### src/rtl/chip8_rom_loader.sv
`default_nettype none
// ============================================================================
// Module   : chip8_rom_loader
// Purpose  : Feeds a Chip-8 program byte stream into the CPU memory upload
//            port. Optionally zero-fills LOAD_BASE..0xFFF, then writes the
//            streamed bytes from LOAD_BASE upward. After the last byte it
//            keeps the port for TAIL_CYCLES, releases it, pulses done and
//            holds cpu_reset_req for RST_HOLD cycles.
// Ports    : clk, reset_i (sync, active-high)
//            start                          - begin a load (IDLE only)
//            in_valid/in_data/in_last/in_ready - byte stream handshake
//            uploading/upload_en/upload_addr/upload_data - memory port
//            busy, done, overflow, byte_count, cpu_reset_req - status
// Revision : 1.0 - initial release
// ============================================================================
module chip8_rom_loader #(
    parameter logic [11:0] LOAD_BASE   = 12'h200,
    parameter bit          CLEAR_EN    = 1'b1,
    parameter int unsigned TAIL_CYCLES = 4,
    parameter int unsigned RST_HOLD    = 8192
) (
    input  logic        clk,
    input  logic        reset_i,
    input  logic        start,
    input  logic        in_valid,
    input  logic [7:0]  in_data,
    input  logic        in_last,
    output logic        in_ready,
    output logic        uploading,
    output logic        upload_en,
    output logic [11:0] upload_addr,
    output logic [7:0]  upload_data,
    output logic        busy,
    output logic        done,
    output logic        overflow,
    output logic [11:0] byte_count,
    output logic        cpu_reset_req
);

    localparam logic [11:0] c_last_addr = 12'hFFF;
    // A zero TAIL_CYCLES/RST_HOLD still spends one cycle in the state.
    localparam logic [31:0] c_tail_last = (TAIL_CYCLES > 0) ? 32'(TAIL_CYCLES - 1) : 32'd0;
    localparam logic [31:0] c_hold_last = (RST_HOLD > 0) ? 32'(RST_HOLD - 1) : 32'd0;

    typedef enum logic [2:0] {
        S_IDLE    = 3'd0,
        S_CLEAR   = 3'd1,
        S_LOAD    = 3'd2,
        S_DISCARD = 3'd3,
        S_TAIL    = 3'd4,
        S_RSTREQ  = 3'd5
    } state_t;

    state_t      r_state,         w_state_nxt;
    logic [11:0] r_ptr,           w_ptr_nxt;
    logic [11:0] r_byte_count,    w_byte_count_nxt;
    logic        r_overflow,      w_overflow_nxt;
    logic [31:0] r_cnt,           w_cnt_nxt;
    logic        r_uploading,     w_uploading_nxt;
    logic        r_upload_en,     w_upload_en_nxt;
    logic [11:0] r_upload_addr,   w_upload_addr_nxt;
    logic [7:0]  r_upload_data,   w_upload_data_nxt;
    logic        r_done,          w_done_nxt;
    logic        r_cpu_reset_req, w_cpu_reset_req_nxt;
    logic        w_accept;

    assign in_ready = (r_state == S_LOAD) || (r_state == S_DISCARD);
    assign w_accept = in_valid && in_ready;

    always_ff @(posedge clk) begin
        if (reset_i) begin
            r_state         <= S_IDLE;
            r_ptr           <= 12'h000;
            r_byte_count    <= 12'h000;
            r_overflow      <= 1'b0;
            r_cnt           <= 32'd0;
            r_uploading     <= 1'b0;
            r_upload_en     <= 1'b0;
            r_upload_addr   <= 12'h000;
            r_upload_data   <= 8'h00;
            r_done          <= 1'b0;
            r_cpu_reset_req <= 1'b0;
        end else begin
            r_state         <= w_state_nxt;
            r_ptr           <= w_ptr_nxt;
            r_byte_count    <= w_byte_count_nxt;
            r_overflow      <= w_overflow_nxt;
            r_cnt           <= w_cnt_nxt;
            r_uploading     <= w_uploading_nxt;
            r_upload_en     <= w_upload_en_nxt;
            r_upload_addr   <= w_upload_addr_nxt;
            r_upload_data   <= w_upload_data_nxt;
            r_done          <= w_done_nxt;
            r_cpu_reset_req <= w_cpu_reset_req_nxt;
        end
    end

    always_comb begin
        w_state_nxt         = r_state;
        w_ptr_nxt           = r_ptr;
        w_byte_count_nxt    = r_byte_count;
        w_overflow_nxt      = r_overflow;
        w_cnt_nxt           = r_cnt;
        w_uploading_nxt     = r_uploading;
        w_upload_en_nxt     = 1'b0;
        w_upload_addr_nxt   = r_upload_addr;
        w_upload_data_nxt   = r_upload_data;
        w_done_nxt          = 1'b0;
        w_cpu_reset_req_nxt = r_cpu_reset_req;

        case (r_state)
            S_IDLE: begin
                if (start) begin
                    w_byte_count_nxt = 12'h000;
                    w_overflow_nxt   = 1'b0;
                    w_cnt_nxt        = 32'd0;
                    w_uploading_nxt  = 1'b1;
                    if (CLEAR_EN) begin
                        // The first zero write is issued from here so that it
                        // lands on the port together with the rise of uploading.
                        w_upload_en_nxt   = 1'b1;
                        w_upload_addr_nxt = LOAD_BASE;
                        w_upload_data_nxt = 8'h00;
                        if (LOAD_BASE == c_last_addr) begin
                            w_state_nxt = S_LOAD;
                            w_ptr_nxt   = LOAD_BASE;
                        end else begin
                            w_state_nxt = S_CLEAR;
                            w_ptr_nxt   = LOAD_BASE + 12'd1;
                        end
                    end else begin
                        w_state_nxt = S_LOAD;
                        w_ptr_nxt   = LOAD_BASE;
                    end
                end
            end

            S_CLEAR: begin
                w_upload_en_nxt   = 1'b1;
                w_upload_addr_nxt = r_ptr;
                w_upload_data_nxt = 8'h00;
                // Stop at the top of memory instead of wrapping into 0x000.
                if (r_ptr == c_last_addr) begin
                    w_state_nxt = S_LOAD;
                    w_ptr_nxt   = LOAD_BASE;
                end else begin
                    w_ptr_nxt = r_ptr + 12'd1;
                end
            end

            S_LOAD: begin
                if (w_accept) begin
                    w_upload_en_nxt   = 1'b1;
                    w_upload_addr_nxt = r_ptr;
                    w_upload_data_nxt = in_data;
                    w_ptr_nxt         = r_ptr + 12'd1;
                    w_byte_count_nxt  = r_byte_count + 12'd1;
                    if (in_last) begin
                        w_state_nxt = S_TAIL;
                        w_cnt_nxt   = 32'd0;
                    end else if (r_ptr == c_last_addr) begin
                        // More bytes follow but memory is full: drain them.
                        w_state_nxt    = S_DISCARD;
                        w_overflow_nxt = 1'b1;
                    end
                end
            end

            S_DISCARD: begin
                w_overflow_nxt = 1'b1;
                if (w_accept && in_last) begin
                    w_state_nxt = S_TAIL;
                    w_cnt_nxt   = 32'd0;
                end
            end

            S_TAIL: begin
                if (r_cnt == c_tail_last) begin
                    w_uploading_nxt     = 1'b0;
                    w_done_nxt          = 1'b1;
                    w_cpu_reset_req_nxt = 1'b1;
                    w_cnt_nxt           = 32'd0;
                    w_state_nxt         = S_RSTREQ;
                end else begin
                    w_cnt_nxt = r_cnt + 32'd1;
                end
            end

            S_RSTREQ: begin
                if (r_cnt == c_hold_last) begin
                    w_cpu_reset_req_nxt = 1'b0;
                    w_cnt_nxt           = 32'd0;
                    w_state_nxt         = S_IDLE;
                end else begin
                    w_cnt_nxt = r_cnt + 32'd1;
                end
            end

            default: begin
                w_state_nxt = S_IDLE;
            end
        endcase
    end

    assign uploading     = r_uploading;
    assign upload_en     = r_upload_en;
    assign upload_addr   = r_upload_addr;
    assign upload_data   = r_upload_data;
    assign busy          = (r_state != S_IDLE);
    assign done          = r_done;
    assign overflow      = r_overflow;
    assign byte_count    = r_byte_count;
    assign cpu_reset_req = r_cpu_reset_req;

endmodule
`default_nettype wire

### config.mk
export PLATFORM = sky130hd
export DESIGN_NAME = chip8_rom_loader
export DESIGN_NICKNAME = d
export VERILOG_FILES = /design/src/rtl/chip8_rom_loader.sv
export SDC_FILE = /design/constraint.sdc
export NUM_CORES = 1
export LEC_CHECK = 0
export BUFFER_PORTS_ARGS = -buffer_cell sky130_fd_sc_hd__buf_4
export CAP_MARGIN = 10
export CELL_PAD_IN_SITES_DETAIL_PLACEMENT = 1
export CELL_PAD_IN_SITES_GLOBAL_PLACEMENT = 1
export CORE_MARGIN = 2
export CORE_UTILIZATION = 47
export DETAILED_ROUTE_END_ITERATION = 8
export PLACE_DENSITY_LB_ADDON = 0.25
export SETUP_SLACK_MARGIN = 0.05
export SKIP_LAST_GASP = 1
export SYNTH_ARGS = -nofsm -noshare
export SYNTH_HDL_FRONTEND = slang
export SYNTH_SLANG_ARGS = --single-unit
### constraint.sdc
create_clock -name clk -period 5.1 [get_ports clk]
set_input_delay 1.53 -clock clk [delete_from_list [all_inputs] [get_ports clk]]
set_output_delay 1.53 -clock clk [all_outputs]
set_load 0.005 [all_outputs]
; ---- Word level (Yosys, flattened, before mapping)
; Index checks and enable logic that the tools add are counted.
[totals]
regBits = 84
[op_classes]
add_sub_neg = 3
n_reduce_logical = 19
eq_ne = 18
bitwise_logic = 1
muxes = 44
[op_table]
columns = op, count
row1 = $mux W32, 6
row2 = $pmux W32 S5, 1
row3 = $mux W12, 7
row4 = $pmux W12 S3, 2
row5 = $add A32 B1 Y32 const B, 1
row6 = $eq A32 B13 Y1 const B, 1
row7 = $eq A32 B2 Y1 const B, 1
row8 = $add A12 B1 Y12 const B, 2
row9 = $mux W3, 8
row10 = $pmux W12 S2, 1
row11 = $pmux W8 S3, 1
row12 = $pmux W3 S6, 1
row13 = $mux W8, 2
row14 = $ne A2 B2 Y1 const B, 7
row15 = $eq A12 B12 Y1 const B, 1
row16 = $reduce_and A3 Y1, 4
row17 = $mux W1, 11
row18 = $reduce_and A5 Y1, 2
row19 = $reduce_bool A3 Y1, 3
row20 = $reduce_and A7 Y1, 1
row21 = $eq A3 B2 Y1 const B, 2
row22 = $eq A3 B3 Y1 const B, 2
row23 = $pmux W1 S3, 2
row24 = $reduce_bool A2 Y1, 3
row25 = other kinds (10), 13

; ---- Logic depth before layout (Yosys ltp)
; Gate-level depths: netlist (run 1).
[depth]
ltp_word = 6
depth_mapped = 8

; ---- Least setup slack after synthesis (run 1)
; OpenSTA, ideal clock, no wires.
[synth_timing]
path_type = input port to flip-flop
start = input port in_last
end = register r_state[0]
t_arrival_ns = 2.462
setup_slack_ns = 2.518
stages = 5
required_ns = 4.981
cell_sequence = or3b_2 > a21oi_1 > a32oi_1 > a21boi_2 > mux2i_1
[synth_between]
elab_chain_len = 3
word_cells_on_any_way = 7
classes_between = 2 x eq/ne / 3 x mux / 2 x reduce/logical
[synth_lines]
columns = element, line_no
row1 = from (decl), 27  ; input logic in_last,
row2 = $mux W3 or $logic_and A1 B1 Y1 (tied branches), "158, 171"
row3 = $mux W3 or $ne A2 B1 Y1 (tied branches), n/a
row4 = $pmux W3 S6 or $reduce_and A7 Y1 (tied branches), n/a
row5 = to (signal assigned), 84  ; r_state <= w_state_nxt;
row6 = to (decl), 54  ; state_t r_state, w_state_nxt;
; Several ways; a longest one is shown, not always the timed one. The select of a mux whose other input is x is not followed.
; A chain may end at the register's enable or synchronous reset.

; ---- Worst setup path after layout (run 1)
[layout_timing]
start = input port start
end = register r_upload_addr[7] (netlist: upload_addr[7])
[layout_between]
elab_chain_len = 2
[layout_lines]
columns = element, line_no
row1 = from (decl), 24  ; input logic start,
row2 = $ne A2 B2 Y1 (no source line), n/a
row3 = $reduce_and A3 Y1 (no source line), n/a
row4 = to (signal assigned), 91  ; r_upload_addr <= w_upload_addr_nxt;
row5 = to (decl), 61  ; logic [11:0] r_upload_addr, w_upload_addr_nxt;
; No other way between the ends.

==> metrics.txt, run 1 <==
Antenna diodes 0; commonest non-fill, non-tap cell in the layout dfxtp_1; Worst Reg-to-Reg Cells 7; Post-synth EDFFs 0; ys async rst share 0; die width 98.8 um; sequential-to-total area share from yosys stat 0.398; most used cell, CP nor2_1; Tmin final 3080 ps; initial core utilization 0.485; CORE AREA 0.00872 mm^2; slowest stage cell, crit path a21o_1; vias per inst 6.14; period utilization 0.604; FILL cells 1,056; reg2reg start r_cnt[0]; post-DP HPWL 8010 um; Post-Syn Area 0.00423 mm^2; worst r2r dst r_cnt[6]; final setup violating endpoints 0; Seq. cell area 0.00168 mm^2; area grow syn2layout 13.0%; CTS tree yes; DRT iter0 DRCs 140; antenna violations before repair 0; H-tree levels 3; Avg Cell Area, Syn 8.34 um^2; Netlist cell types 58; syn nets 523; commonest cells after routing, fill and taps aside dfxtp_1 (84), nand2_1 (54), buf_4 (53); area share of the largest cell type after synthesis 0.398; Root Buffer clkbuf_8; synth warn 0; status finished, final reports clean; first-pass GRT wire length 19,700 um; Synth area leaders dfxtp_1 (40%), nand2_1 (4.8%), nand3_1 (4.3%); dpl cell area 0.00457 mm^2; Slew @ Worst Pin 879 ps; Worst path max stage delay 680 ps; layout cells sized above 1 0.161; Max Freq 0.325 GHz; setup tns final 0 ps; CP startpoint kind input port; vias in the first global route 3,980; crit end category register; final hold vios 0; Worst path top cell family by delay compound AO/OA/AOI/OAI gates; flop2flop setup slack 2270 ps; Nets 553; dominant synthesized flop cell dfxtp_1; CP bufs+invs 1; drt first pass iters 4; headroom to the max-slew limit 0.412; Detailed Route WL 11,500 um; pwr dens 334 mW/mm^2; Post CTS Setup Buffer Count 0; Post-CTS Resized 0; largest net degree at the start of global routing 37; max_cap viols 0; Hold Crit Class reg2reg; Remaining DRCs 0; crit path cell chain buf_4 > o21bai_1 > a21o_1 > nor2_1 > a22oi_1 > nor2_1; Hold Path Origin overflow; area leader, netlist dfxtp_1; Worst Hold End overflow; WP data arrival 3330 ps; area occupied by multi-input gates 0.00231 mm^2; die area 0.00977 mm^2; clock slew at the register clock pins of the worst setup and hold paths 100 ps; Final Instance Area 0.00478 mm^2; Final Max Slew Viols 0; Worst Hold Depth 2; Synth Register Bits 84; Worst Path Required 5350 ps; setup clock skew after layout 7.89 ps; CTS sink cnt 84; Routed Antenna Nets 0; Avg WL per Cell 17.8 um; Crit Path Category in2reg; Pleak 1.66 nW; Util after Layout 0.548; hold-fix buffers at CTS 0; Syn Inst Count 507; unrepaired setup endpoints after global routing no; remaining global-route overflow 0; # port buffers 51; clk_lat worst skew 370 ps; worst vdd ir 180 uV; GP Congestion 0.833; critical path peak fanout 24; gr usage total 0.243; io pins 52; Max Root-Sink Buffers 2; total CTS buffers 9; Rows 34; DR vias 3,989; DIE HEIGHT 98.8 um
how the worst max path moves through the flow:
stage	endpoint	slack (ps)	cells past startpoint	start
finish	upload_addr[7]	2020	6	start
floorplan	r_state[0]	2520	5	in_last
CTS	upload_addr[7]	1990	6	start
global route	upload_addr[7]	1840	6	in_valid
detailed placement	upload_addr[7]	1640	6	start
global placement	upload_addr[8]	1770	6	start
flip-flops by register name (all words and copies together) (netlist names), 3 cells and up:
signal       count
r_cnt           32
byte_count      12
r_ptr           12
upload_addr     12
upload_data      8
r_state          3
power breakdown:
part | total [mW] | internal (mW) | switching [mW]
clock | 0.504 | 0.233 | 0.271
combinational | 0.347 | 0.125 | 0.222
sequential | 0.745 | 0.690 | 0.0550
tightest hold or removal path, cell delays in order, from the launching register on:
cell	delay (ps)
dfxtp_1	320
inv_1	50
a21oi_1	50
layout make-up:
cell class | count | area share
clock buffers | 9 | 0.0259
clock inverters | 7 | 0.0173
inverters | 13 | 0.0102
multi-input cells | 376 | 0.483
flip-flops and latches | 84 | 0.352
well taps | 108 | 0.0283
repair buffers | 53 | 0.0833
synthesized netlist by cell type, drive strengths merged, types with 6 or more instances:
library cell	n
a21oi	16
a22oi	19
a31oi	25
and4	12
buf	22
clkbuf	12
dfxtp	84
inv	12
mux2i	6
nand2	54
nand3	37
nand3b	8
nand4	27
nor2	46
nor3	14
nor4	15
o211ai	8
o21ai	19
xnor2	11
xor2	12
stage by stage:
| stage | hold WS (ps) | power, mW | setup slack (ps) | cells |
|---|---|---|---|---|
| 3_3_place_gp | 437 | 1.08 | 1770 | 634 |
| 2_1_floorplan | 439 | 0.980 | 2520 | 507 |
| 6_report | 459 | 1.60 | 2020 | 650 |
| 5_1_grt | 481 | 1.67 | 1840 | 650 |
| 3_5_place_dp | 447 | 1.10 | 1640 | 634 |
| 4_1_cts | 463 | 1.60 | 1990 | 650 |
routing by layer:
metal	vias up	GRT usage	part of all wire	routed length, um
met1	1968	0.305	0.44	5120
li1	1926	-	-	-
met5	-	0	0	0
met4	0	0.0969	0.019	225
met3	22	0.0369	0.034	396
met2	73	0.418	0.50	5800
cells by family (layout without fill, tap and decap cells):
family	count (synthesis)	in the layout	share of synthesized area
XOR/XNOR	23	23	0.0476
flip-flops	84	84	0.398
AND/OR/NAND/NOR	238	238	0.307
multiplexers	7	7	0.0169
adder cells (fa/ha/maj)	3	3	0.00888
AO/OA/AOI/OAI	105	105	0.164
buffers and inverters	47	82	0.0577
No activity file was read; power rests on OpenSTA's default activity.
==> run 2: changes to the inputs <==
- CORE_UTILIZATION: 47 -> 43
- clock period: 5.1 -> 3.1 ns (I/O delays scaled with it)
==> metrics.txt, run 2 (synthesis gave the netlist of run 1 again) <==
layout cells sized above 1 0.170 (+0.00919); CORE AREA 0.00964 mm^2 (+11%); H-tree levels 3 (unchanged); Remaining DRCs 0 (unchanged); commonest cells after routing, fill and taps aside dfxtp_1 (84), buf_4 (59), nand2_1 (54); setup clock skew after layout 11.7 ps (+3.85 ps); CP startpoint kind register; clk_lat worst skew 360 ps (about the same); critical path peak fanout 18 (-25%); Hold Crit Class reg2reg; Final Max Slew Viols 0 (unchanged); die area 0.0106 mm^2 (+8.9%); Max Freq 0.412 GHz; Routed Antenna Nets 0 (unchanged); post-DP HPWL 8020 um (about the same); Max Root-Sink Buffers 2 (unchanged); internal power 1.69 mW (+61%); period utilization 0.784; dpl cell area 0.00465 mm^2 (+1.7%); DIE HEIGHT 103 um (+4.4%); status finished, final reports clean; Rows 36 (+5.9%); hold_ws 454 ps (-5.15 ps); hold-fix buffers at CTS 0 (unchanged); Clock power frac 0.290 (-0.026); # port buffers 51 (unchanged); Tmin final 2430 ps; Comb power frac 0.232 (+0.015); vias per inst 5.81 (-5.3%); headroom to the max-slew limit 0.511 (+0.0986); antenna violations before repair 0 (unchanged); max_cap viols 0 (unchanged); initial core utilization 0.439 (-0.0462); clock slew at the register clock pins of the worst setup and hold paths 80 ps (-20 ps); Reg with most FFs r_cnt; Avg WL per Cell 16.9 um (-4.9%); GP Congestion 0.832 (-0.11%); drt first pass iters 4 (unchanged); area grow syn2layout 14.3%; setup tns final 0 ps (unchanged); remaining global-route overflow 0 (unchanged); die width 103 um (+4.4%); DR vias 3,958 (-0.78%); unrepaired setup endpoints after global routing no; vias in the first global route 3,980 (unchanged); CTS tree yes; largest net degree at the start of global routing 32 (-14%); max FFs per register 32 (unchanged); Root Buffer clkbuf_8; Sw Ratio 0.343 (about the same); pwr dens 532 mW/mm^2 (+59%); WP data arrival 1500 ps (-1830 ps); first-pass GRT wire length 19,100 um (-3.2%); Crit Path Category reg2out; Worst Path Required 2170 ps (-3180 ps); switching power 0.882 mW (+61%); placed instance count 665 (+4.9%); crit end category output pin; Antenna diodes 0 (unchanged); total CTS buffers 9 (unchanged); final setup violating endpoints 0 (unchanged); gr usage total 0.227 (-0.0163); Slew @ Worst Pin 730 ps (-149 ps); worst vdd ir 332 uV (+84%); commonest non-fill, non-tap cell in the layout dfxtp_1; Nets 559 (+1.1%); DRT iter0 DRCs 108 (-23%); final hold vios 0 (unchanged); Final Instance Area 0.00483 mm^2 (+1.1%); Post CTS Setup Buffer Count 0 (unchanged); CTS sink cnt 84 (unchanged); io pins 52 (unchanged); Post-CTS Resized 0 (unchanged); Detailed Route WL 11,500 um (-0.32%); Pleak 1.67 nW (+0.83%); post-route insts no fill 681 (+4.8%); sequential power share 0.478 (+0.011)
## run 2: cell count changes in the layout (fill, tap and decap cells not counted)
| cell | previous run | this run |
|---|---|---|
| clkinv_2 | 0 | 1 |
| buf_4 | 53 | 59 |
| clkbuf_8 | 9 | 10 |
| clkinv_4 | 4 | 1 |
| bufinv_16 | 1 | 0 |
| clkinvlp_4 | 0 | 2 |
## run 2: routing by layer
layer  up-vias  wire length, um  part of all wire  GRT usage
li1       1931                -                 -          -
met1      1952             5370              0.47      0.293
met2        57             5560              0.48      0.377
met3        18              386             0.034     0.0461
met4         0              190             0.017     0.0810
met5         -                0                 0          0
## run 2: final timing paths
path / start / end / slack (ps) / depth (start not counted)
setup / recovery: r_state[1] / busy / 670 / 3
hold / removal: overflow / overflow / 450 / 2
setup reg to reg: r_cnt[0] / r_cnt[27] / 750 / 7
hold reg to reg: overflow / overflow / 450 / 2
## run 2: area by class of cell
type                       instances  area [um^2]
timing repair buffer              59          443
sequential                        84         1680
clock inverter                     6         46.3
inverter                          13         48.8
tap                              133          166
multi-input combinational        376         2310
fill                            1194         4810
clock buffer                      10          138
## run 2: critical path: stages, from the launching register on
cell,delay [ps]
dfxtp_1,750
nor2_1,160
nand2_1,120
buf_4,110
## run 2: stage by stage
step                       util  total power, mW  setup slack, ps
after global placement    0.482             1.83              676
after floorplan               -             1.61             1120
final                     0.501             2.57              670
after global routing      0.501             2.72              531
after detailed placement  0.482             1.85              598
after CTS                 0.501             2.60              656
## run 2: power by group through the flow
stage	clock network, mW	registers (mW)	logic (mW)
2_1_floorplan	0	1.20	0.414
3_3_place_gp	0	1.25	0.583
3_5_place_dp	0	1.25	0.596
4_1_cts	0.767	1.23	0.603
5_1_grt	0.813	1.24	0.670
6_report	0.746	1.23	0.595
==> run 3: changes to the inputs <==
- ABC_AREA: unset -> 1
- CORE_UTILIZATION: 43 -> 41
- clock period: 3.1 -> 2.5 ns (I/O delays scaled with it)
==> metrics.txt, run 3 <==
flop2flop setup slack 430 ps (-320 ps); Synth Area in Compound Gates 0.110 (-0.0543); clk_lat worst skew 360 ps (about the same); Tmin final 2160 ps; gr usage total 0.237 (+0.0102); Slew @ Worst Pin 541 ps (-189 ps); Post-synth EDFFs 0 (unchanged); pwr dens 723 mW/mm^2 (+36%); WP data arrival 1410 ps (-90 ps); Synth area leaders dfxtp_1 (39%), nand2_1 (18%), nor2_1 (9.3%); Max Freq 0.463 GHz; status finished, final reports clean; die width 107 um (+3.4%); Final Max Slew Viols 0 (unchanged); Syn Inst Count 683 (+35%); post-DP HPWL 10,000 um (+25%); DIE HEIGHT 107 um (+3.4%); Antenna diodes 0 (unchanged); Avg WL per Cell 14.9 um (-12%); GP Congestion 0.861 (+3.5%); Crit Path Category reg2out; setup clock skew after layout 11.3 ps (-0.422 ps); critical path peak fanout 7 (-11); Post-CTS Resized 0 (unchanged); Netlist cell types 29 (-50%); H-tree levels 3 (unchanged); dominant synthesized flop cell dfxtp_1; period utilization 0.864; unrepaired setup endpoints after global routing no; Pleak 2.07 nW (+24%); vias in the first global route 4,681 (+18%); Avg Cell Area, Syn 6.33 um^2 (-24%); total CTS buffers 9 (unchanged); simple-gate share of the synthesized area 0.395 (+0.0875); vias per inst 5.20 (-11%); area leader, netlist dfxtp_1; Worst Reg-to-Reg Cells 7 (unchanged); DR vias 4,574 (+16%); synth cell count leaders nand2_1 (205), nor2_1 (107), dfxtp_1 (84), inv_1 (65), a21oi_1 (60); drt first pass iters 4 (unchanged); worst vdd ir 347 uV (+4.7%); Post-Syn Area 0.00432 mm^2 (+2.3%); final setup violating endpoints 0 (unchanged); clock slew at the register clock pins of the worst setup and hold paths 90 ps (about the same); layout cells sized above 1 0.118 (-0.0514); final hold vios 0 (unchanged); initial core utilization 0.421 (-0.0179); synth warn 0 (unchanged); Nets 755 (+35%); Worst Path Required 1750 ps (-420 ps); max FFs per register 32 (unchanged); most frequent cell after synthesis nand2_1; Setup WS post-layout 341 ps (-329 ps); antenna violations before repair 0 (unchanged); reg2reg start r_state[2]; Place WS 223 ps (-375 ps); Rows 37 (+2.8%); ys async rst share 0 (unchanged); io pins 52 (unchanged); Synth Register Bits 84 (unchanged); area grow syn2layout 17.1%; hold-fix buffers at CTS 0 (unchanged); CP startpoint kind register; setup tns final 0 ps (unchanged); largest net degree at the start of global routing 41 (+28%); main combinational cell family by area after synthesis simple AND/OR/NAND/NOR gates; worst r2r dst r_cnt[7]; Synth Area in Adders 0.00868 (-0.000198); CTS sink cnt 84 (unchanged); CORE AREA 0.0103 mm^2 (+6.6%); Hold Crit Class reg2reg; commonest cells after routing, fill and taps aside nand2_1 (205), nor2_1 (107), dfxtp_1 (84); Detailed Route WL 13,100 um (+14%); Root Buffer clkbuf_8; Remaining DRCs 0 (unchanged); die area 0.0114 mm^2 (+7.0%); CP endpoint busy; syn nets 699 (+34%); headroom to the max-slew limit 0.639 (+0.129); xor/xnor share of the synthesized area 0.0203 (-0.0274); # port buffers 51 (unchanged); crit end category output pin; Reg with most FFs r_cnt; Hold Path Origin cpu_reset_req; Max Root-Sink Buffers 2 (unchanged); sequential-to-total area share from yosys stat 0.389 (-0.00886); DRT iter0 DRCs 171 (+58%); area share of the largest cell type after synthesis 0.389 (-0.00886); first-pass GRT wire length 21,800 um (+14%); Routed Antenna Nets 0 (unchanged); Post CTS Setup Buffer Count 0 (unchanged); CTS tree yes; max_cap viols 0 (unchanged); commonest non-fill, non-tap cell in the layout nand2_1; remaining global-route overflow 0 (unchanged); crit path from r_state[1]; mux share of post-synthesis cell area 0.00231 (-0.0146)
[run 3: cell types whose count changed in the layout (fill, tap and decap cells not counted), sizes merged, moves of 19 or more]
cell,delta
a22oi,-19
inv,+56
a31oi,-25
nand2,+153
nand3,+19
a21oi,+44
nor2,+67
[run 3: worst min path at each step]
stage / end / slack [ps] / depth (start not counted)
after CTS: cpu_reset_req / 470 / 2
after global placement: upload_addr[5] / 450 / 2
final: cpu_reset_req / 460 / 2
after detailed placement: cpu_reset_req / 450 / 2
after floorplan: cpu_reset_req / 440 / 2
after global routing: upload_data[4] / 490 / 2
[run 3: area by class of cell]
cell class / count / area (um^2)
clock buffers: 13 / 169
clock inverters: 3 / 20.0
fillers: 1440 / 5220
inverters: 72 / 270
multi-input cells: 514 / 2320
flip-flops and latches: 84 / 1680
well taps: 136 / 170
repair buffers: 58 / 435
[run 3: power breakdown]
part	internal (mW)	switching (mW)	total, mW
logic	0.360	0.831	1.19
registers	1.43	0.0928	1.52
clock network	0.442	0.503	0.944
total	2.23	1.43	3.66
[run 3: metal layers]
layer | vias up | wire length [um] | track usage
li1 | 2296 | - | -
met1 | 2185 | 5870 | 0.287
met2 | 74 | 6460 | 0.418
met3 | 19 | 550 | 0.0468
met4 | 0 | 216 | 0.0826
met5 | - | 0 | 0
[run 3: worst max-delay path, cell delays in order (launching register included)]
cell and delay (ps):
dfxtp_1 400, nor2_1 230, inv_2 80, nor2_1 140
inv_1 60, buf_4 130
[run 3: kinds of logic after synthesis]
| group | after synthesis |
|---|---|
| AO/OA/AOI/OAI | 89 |
| XOR/XNOR | 10 |
| adder cells (fa/ha/maj) | 3 |
| buffers and inverters | 85 |
| flip-flops | 84 |
| multiplexers | 1 |
| AND/OR/NAND/NOR | 411 |
[run 3: stage by stage]
step	util	cells	total power, mW	hold WS, ps	instance area [um^2]
after global routing	0.493	880	3.89	490	5060
after CTS	0.493	880	3.70	467	5060
after global placement	0.474	864	2.70	447	4870
final	0.493	880	3.66	464	5060
after floorplan	-	683	2.31	442	4320
after detailed placement	0.474	864	2.75	454	4870
